## config.mk

```make
export PLATFORM = sky130hd
export DESIGN_NAME = reg16_byte_reader
export DESIGN_NICKNAME = d
export VERILOG_FILES = /design/src/rtl/reg16_byte_reader_pkg.sv /design/src/rtl/reg_16_bit.sv /design/src/rtl/reg16_byte_reader.sv
export SDC_FILE = /design/constraint.sdc
export NUM_CORES = 1
export LEC_CHECK = 0
export BUFFER_PORTS_ARGS = -buffer_cell sky130_fd_sc_hd__buf_2
export CAP_MARGIN = 25
export CORE_ASPECT_RATIO = 1.25
export CORE_MARGIN = 4
export CORE_UTILIZATION = 35
export CTS_CLUSTER_DIAMETER = 200
export CTS_CLUSTER_SIZE = 25
export DETAILED_ROUTE_END_ITERATION = 7
export SLEW_MARGIN = 20
export SYNTH_ARGS = -nofsm -noshare
export SYNTH_HDL_FRONTEND = slang
export SYNTH_SLANG_ARGS = --single-unit
```

## constraint.sdc

```tcl
create_clock -name clk_i -period 2.6 [get_ports clk_i]
set_input_delay 0.52 -clock clk_i [delete_from_list [all_inputs] [get_ports clk_i]]
set_output_delay 0.52 -clock clk_i [all_outputs]
set_load 0.01 [all_outputs]
```

## src/rtl/reg16_byte_reader_pkg.sv

```systemverilog
// Shared definitions for the 16-bit register byte reader: widths, FSM encoding, byte pick helper.
// Latency: n/a (package only).
// Backpressure: n/a (package only).
package reg16_byte_reader_pkg;

    localparam int BYTE_W = 8;
    localparam int WORD_W = 16;

    // 2'b11 is unused; the FSM treats it as illegal and returns to IDLE
    typedef enum logic [1:0] {
        ST_IDLE   = 2'b00,
        ST_FIRST  = 2'b01,
        ST_SECOND = 2'b10
    } state_e;

    // Select the high (1) or low (0) byte of a word
    function automatic logic [BYTE_W-1:0] pick_byte(input logic [WORD_W-1:0] word,
                                                    input logic              high);
        return high ? word[WORD_W-1:BYTE_W] : word[BYTE_W-1:0];
    endfunction

endpackage

```

## src/rtl/reg_16_bit.sv

```systemverilog
// 16-bit loadable register with asynchronous active-low clear.
// Latency: value appears on out_o one cycle after load_i.
// Backpressure: none; loads whenever load_i is high.
module reg_16_bit
    import reg16_byte_reader_pkg::*;
(
    input  logic              clk_i,
    input  logic              clear_i,
    input  logic              load_i,
    input  logic [WORD_W-1:0] in_i,
    output logic [WORD_W-1:0] out_o
);

    logic [WORD_W-1:0] val_q;

    // Hold the word; clear to zero immediately while clear_i is low
    always_ff @(posedge clk_i or negedge clear_i) begin
        if (!clear_i) begin
            val_q <= '0;
        end else if (load_i) begin
            val_q <= in_i;
        end
    end

    assign out_o = val_q;

endmodule

```

## src/rtl/reg16_byte_reader.sv

```systemverilog
// Snapshots a 16-bit value on start and streams it as two bytes over a valid/ready bus.
// Latency: first byte valid the cycle after the start edge; minimum transfer is 2 accepted edges + DONE pulse.
// Backpressure: bus_out_o/bus_valid_o hold stable while bus_ready_i is low; start is ignored while busy.
module reg16_byte_reader
    import reg16_byte_reader_pkg::*;
#(
    parameter bit HIGH_FIRST = 1'b0
) (
    input  logic              clk_i,
    input  logic              rst_i,
    input  logic [WORD_W-1:0] in_i,
    input  logic              start_i,
    input  logic              abort_i,
    output logic [BYTE_W-1:0] bus_out_o,
    output logic              bus_valid_o,
    input  logic              bus_ready_i,
    output logic              last_o,
    output logic              busy_o,
    output logic              done_o
);

    state_e            state_q, state_d;
    logic [WORD_W-1:0] hold_q;
    logic              hold_load;
    logic              hold_clr_n;
    logic              handshake;

    logic [BYTE_W-1:0] bus_out_q, bus_out_d;
    logic              valid_q, valid_d;
    logic              last_q, last_d;
    logic              busy_q, busy_d;
    logic              done_q, done_d;

    assign handshake  = valid_q & bus_ready_i;
    assign hold_load  = start_i & (state_q == ST_IDLE) & ~abort_i;
    assign hold_clr_n = ~rst_i;

    reg_16_bit u_hold (
        .clk_i   (clk_i),
        .clear_i (hold_clr_n),
        .load_i  (hold_load),
        .in_i    (in_i),
        .out_o   (hold_q)
    );

    // FSM state register
    always_ff @(posedge clk_i or posedge rst_i) begin
        if (rst_i) begin
            state_q <= ST_IDLE;
        end else begin
            state_q <= state_d;
        end
    end

    // Next state: abort wins over a handshake in either byte phase
    always_comb begin
        state_d = state_q;
        case (state_q)
            ST_IDLE: begin
                if (start_i && !abort_i) state_d = ST_FIRST;
            end
            ST_FIRST: begin
                if (abort_i)        state_d = ST_IDLE;
                else if (handshake) state_d = ST_SECOND;
            end
            ST_SECOND: begin
                if (abort_i || handshake) state_d = ST_IDLE;
            end
            default: state_d = ST_IDLE;
        endcase
    end

    // Output next values derived from the state being entered
    always_comb begin
        bus_out_d = '0;
        valid_d   = 1'b0;
        last_d    = 1'b0;
        busy_d    = 1'b0;
        case (state_d)
            ST_FIRST: begin
                valid_d = 1'b1;
                busy_d  = 1'b1;
                // The hold register loads on this same edge, so the first
                // byte is taken straight from in_i on entry and then held.
                bus_out_d = (state_q == ST_IDLE) ? pick_byte(in_i, HIGH_FIRST)
                                                 : bus_out_q;
            end
            ST_SECOND: begin
                valid_d   = 1'b1;
                busy_d    = 1'b1;
                last_d    = 1'b1;
                bus_out_d = pick_byte(hold_q, ~HIGH_FIRST);
            end
            default: ;
        endcase
        done_d = (state_q == ST_SECOND) & handshake & ~abort_i;
    end

    // Registered outputs so no input reaches an output combinationally
    always_ff @(posedge clk_i or posedge rst_i) begin
        if (rst_i) begin
            bus_out_q <= '0;
            valid_q   <= 1'b0;
            last_q    <= 1'b0;
            busy_q    <= 1'b0;
            done_q    <= 1'b0;
        end else begin
            bus_out_q <= bus_out_d;
            valid_q   <= valid_d;
            last_q    <= last_d;
            busy_q    <= busy_d;
            done_q    <= done_d;
        end
    end

    assign bus_out_o   = bus_out_q;
    assign bus_valid_o = valid_q;
    assign last_o      = last_q;
    assign busy_o      = busy_q;
    assign done_o      = done_q;

endmodule
```

; Word-level counts from Yosys, hierarchy flattened
; Cells that the tools add are included.
[word_totals]
reg_bits = 29
inputBits = 21
out_inout_bits = 12
wordCells = 31
[op_classes]
eq_ne = 5
n_mux = 9
bitwise = 6
reduce_logical = 5
[op_table]
columns = operator, n
row1 = one-hot mux 8 bit (2 select lines), 1
row2 = 2-to-1 mux 2 bit, 4
row3 = 2-to-1 mux 8 bit, 1
row4 = one-hot mux 2 bit (3 select lines), 1
row5 = bitwise AND 1 bit, 5
row6 = "equality test 2 x 1 -> 1 bit, second input constant", 2
row7 = "equality test 2 bit, second input constant", 2
row8 = zero test 2 bit, 1
row9 = 2-to-1 mux 1 bit, 2
row10 = "!= test 2 bit, second input constant", 1
row11 = OR reduction 2 bit, 1
row12 = logical AND 1 bit, 1
row13 = zero test 1 bit, 1
row14 = logical OR 1 bit, 1
row15 = inverter 1 bit, 1

; Longest topological paths before layout
[depth]
depth_word = 7
depth_mapped = 10

; Modules after synthesis
; Synthesis repeated with hierarchy kept, for this count alone.
[hier_totals]
cells_unflattened = 92
hier_area_um2 = 1285.0
[by_module_without_submodules]
columns = mod, n_inst, cells_each, area_per_inst_um2, seq_area_each_um2
row1 = reg_16_bit, 1, 34, 649.4, 400.4
row2 = reg16_byte_reader, 1, 58, 635.6, 325.3

; Least setup slack after synthesis
; Ideal clock, no wire load.
[synth_path]
path_kind = input port to flip-flop
start = in bus_ready_i
end = reg bus_out_q[1], in the netlist bus_out_o[1]
setup_time_ns = 0.133
arrival_ns = 1.876
required_ns = 2.467
setup_slack_ns = 0.591
path_stages = 8
path_cell_list = and2_1 a21oi_1 and2_1 ha_1 clkbuf_1 o21a_1 buf_2 o31ai_1
[synth_between]
elab_chain_cells = 6
word_cells_on_any_way = 10
[synth_rtl]
columns = item, line
row1 = start: declaration, reg16_byte_reader.sv:16  ; input logic bus_ready_i,
row2 = bitwise AND 1 bit *, reg16_byte_reader.sv:34  ; assign handshake = valid_q & bus_ready_i;
row3 = 2-to-1 mux 2 bit / logical OR 1 bit (equally long branches), "reg16_byte_reader.sv:64, reg16_byte_reader.sv:67"
row4 = "2-to-1 mux 2 bit, on equally long branches", "reg16_byte_reader.sv:63, reg16_byte_reader.sv:67"
row5 = one-hot mux 2 bit (3 select lines) *, reg16_byte_reader.sv:58  ; case (state_q)
row6 = named net state_d[0], reg16_byte_reader.sv:22  ; state_e state_q, state_d;
row7 = equality test 2 bit / equality test 2 x 1 -> 1 bit (equally long branches), reg16_byte_reader.sv:79  ; case (state_d)
row8 = one-hot mux 8 bit (2 select lines) / != test 2 bit (equally long branches), --
row9 = end signal: assignment, reg16_byte_reader.sv:108  ; bus_out_q <= bus_out_d;
row10 = end: declaration, reg16_byte_reader.sv:28  ; logic [BYTE_W-1:0] bus_out_q, bus_out_d;
; Mark *: on every way through the listed nets, which the timed path passes. The rest lies on a longest branch.
; A chain may end at the register's enable or synchronous reset.

==> out/summary.txt <==
Status -> complete, no violations
Power Internal -> 479 uW
Core Region -> 0.00248 mm^2
Postcts setup bufs -> 0
Slew Viols, Final -> 0
Footprint of the multi-input gates -> 365 um^2
First-pass GRT wire length -> 3.16 mm
Vias in the first global route -> 713
Initial core utilization -> 37.4%
Reg-to-Reg End -> bus_out_o[4]
Num Clock Sinks -> 21
Period utilisation layout -> 70.6%
Synth unique cells -> 20
DRT Wirelength -> 1.82 mm
Clock skew -> 0.0164 ns
VDD IR max -> 382 uV
DP HPWL -> 1.39 mm
Reg clk slew, reported paths -> 0.13 ns
Sequential share of power -> 58.6%
Critical-path cell list -> and2_1 > a21oi_1 > and2_1 > ha_1 > o21a_1 > nand2_1 > o31ai_1
Clock tree root driver cell -> clkbuf_4
IO buf count -> 32
Pwr dens -> 577 mW/mm^2
Mapped Nets -> 100
Setup crit end kind -> flip-flop
Setup TNS -> 0 ns
Final setup viols -> 0
I/O pin cnt -> 33
Gr usage total -> 12.4%
Post-layout instance area -> 0.00114 mm^2
Final hold violation count -> 0
Final Wtd Congestion -> 0.695
Fin crit period -> 1.84 ns
Crit-path max FO -> 16
CTS H-Tree Depth -> 1
Pin count of the biggest net entering global routing -> 22
First-pass iteration count of the detailed router -> 4
DR DRC count -> 0
Die Y -> 65.5 um
Fillers -> 245
CP Launch Type -> flip-flop
Hold Crit Class -> in2async
CP arrival -> 2.05 ns
Post-route ant nets -> 0
Clock power frac -> 24.8%
Max cap viols -> 0
Layout area overhead -> 22.7%
DRT iter0 DRCs -> 15
Grt total ovfl -> 0
Reg2reg setup slack -> 0.76 ns
Cells after Synth -> 77
Post-CTS sizing -> 0
R2R cell count -> 7
Crit path kind -> reg2reg
Comb pwr share -> 16.5%
#FFs+latches synth -> 21
Clk Latency, worst-skew pair -> 0.32 ns
Post-DR vias/cell -> 4.87
CTS tree -> done
RSZ-0062 raised after global routing -> no
Nets@finish -> 132
Max incr delay on CP -> 0.44 ns
R2r startpoint -> busy_o
Post-place instance area -> 0.00111 mm^2
Slew headroom -> 48.7%
Req. time, crit path -> 2.82 ns
Hold_buf cts -> 0
Highest clock rate -> 0.545 GHz
Syn_area_per_cell -> 12.0 um^2
Antenna diodes -> 0
Wire length per cell -> 12.9 um
Worst-Margin Slew -> 0.768 ns
Synth Cell Area -> 927 um^2
Cts bufs inserted -> 3
Net Sw Frac -> 27.1%
Synth warn -> 0
LEAKAGE -> 0.552 nW
Via Count -> 687
Psw -> 178 uW
Slowest CP cell -> o21a_1
Clk buf depth -> 2
Initial antenna violation count -> 0
Most used cell along the critical path -> and2_1
Die area -> 0.00354 mm^2
Die X -> 54.0 um
Share of cells above drive strength 1 -> 42.6%
Seq/Total Area, Yosys -> 56.7%
Number of cell rows -> 20
Register Area -> 526 um^2
-- final cells by class --
class	count	share of cell area, %
clock buffer	3	1.98
clock inverter	1	0.660
inverter	2	0.660
multi-input combinational	48	32.1
sequential	21	46.2
tap	33	3.63
timing repair buffer	33	14.7
-- critical path: cells and delay by family, from the launching register on --
kind	cells	cell delay, ns
simple gates	3	0.46
flops	1	0.43
fa+ha+maj	1	0.18
compound gates	3	0.69
-- cell families after synthesis --
| family | share of synthesized area [%] |
|---|---|
| simple gates | 11.3 |
| buf+inv | 3.91 |
| fa+ha+maj | 2.70 |
| flops | 56.7 |
| compound gates | 15.7 |
| mux | 9.72 |
-- worst max-delay path by stage --
stage | start | to | slack [ns] | depth (start not counted)
global placement | bus_ready_i | bus_out_o[6] | 0.64 | 7
finish | busy_o | bus_out_o[4] | 0.76 | 7
global route | busy_o | bus_out_o[4] | 0.54 | 7
detailed placement | bus_ready_i | bus_out_o[3] | 0.58 | 8
floorplan | bus_ready_i | bus_out_o[1] | 0.59 | 8
CTS | busy_o | bus_out_o[3] | 0.74 | 7
-- flip-flops by register name, summed over array words and instances, names as in the netlist --
signal and count:
bus_out_o 8, u_hold.out_o 8, state_q 2, busy_o 1
done_o 1, last_o 1
-- through the flow --
step	worst slack [ns]	hold WS [ns]	instances	utilization, %	power [mW]
floorplan	0.591	0.481	77	-	0.462
global placement	0.642	0.468	137	44.7	0.500
detailed placement	0.580	0.472	137	44.7	0.504
CTS	0.744	0.356	141	45.9	0.667
global route	0.541	0.377	141	45.9	0.705
finish	0.764	0.315	141	45.9	0.656
-- per-layer routing --
layer | track usage, % | up-vias | routed length (um)
met2 | 21.1 | 20 | 954
met3 | 2.95 | 5 | 109
met1 | 14.1 | 325 | 720
met4 | 5.61 | 0 | 37
met5 | 0 | - | 0
li1 | - | 337 | -
-- layout by cell type, fill, tap and decap left out --
cell	instances
ha_1	2
nand3b_1	2
inv_1	2
a22oi_1	8
o31ai_1	8
nor4b_4	1
nand2_1	10
clkinvlp_4	1
a21o_1	1
buf_2	32
nor4b_1	1
mux2_2	8
a21oi_1	2
o21a_1	1
dfrtp_1	21
and2_1	2
nor2_1	2
clkbuf_4	3
buf_4	1
-- cell usage after synthesis --
master | instances | area share (%)
buf_2 | 1 | 0.54
o21a_1 | 1 | 0.81
a21oi_1 | 2 | 1.1
o31ai_1 | 8 | 6.5
clkbuf_1 | 2 | 0.81
nand3b_1 | 2 | 1.6
and2_1 | 2 | 1.3
a22oi_1 | 8 | 6.5
buf_1 | 1 | 0.40
dfrtp_1 | 21 | 57
nor4b_1 | 1 | 0.94
clkbuf_2 | 1 | 0.54
ha_1 | 2 | 2.7
mux2_2 | 8 | 9.7
nor2_1 | 2 | 0.81
nor4b_4 | 1 | 2.6
a21o_1 | 1 | 0.81
inv_1 | 2 | 0.81
nand2_1 | 10 | 4.0
buf_4 | 1 | 0.81
-- power groups by stage --
stage / clock (mW) / sequential, mW / combinational [mW]
6_report: 0.163 / 0.385 / 0.108
3_5_place_dp: 0 / 0.392 / 0.111
4_1_cts: 0.170 / 0.386 / 0.111
2_1_floorplan: 0 / 0.389 / 0.0734
3_3_place_gp: 0 / 0.391 / 0.109
5_1_grt: 0.190 / 0.390 / 0.124
No activity file was read; power rests on OpenSTA's default activity.
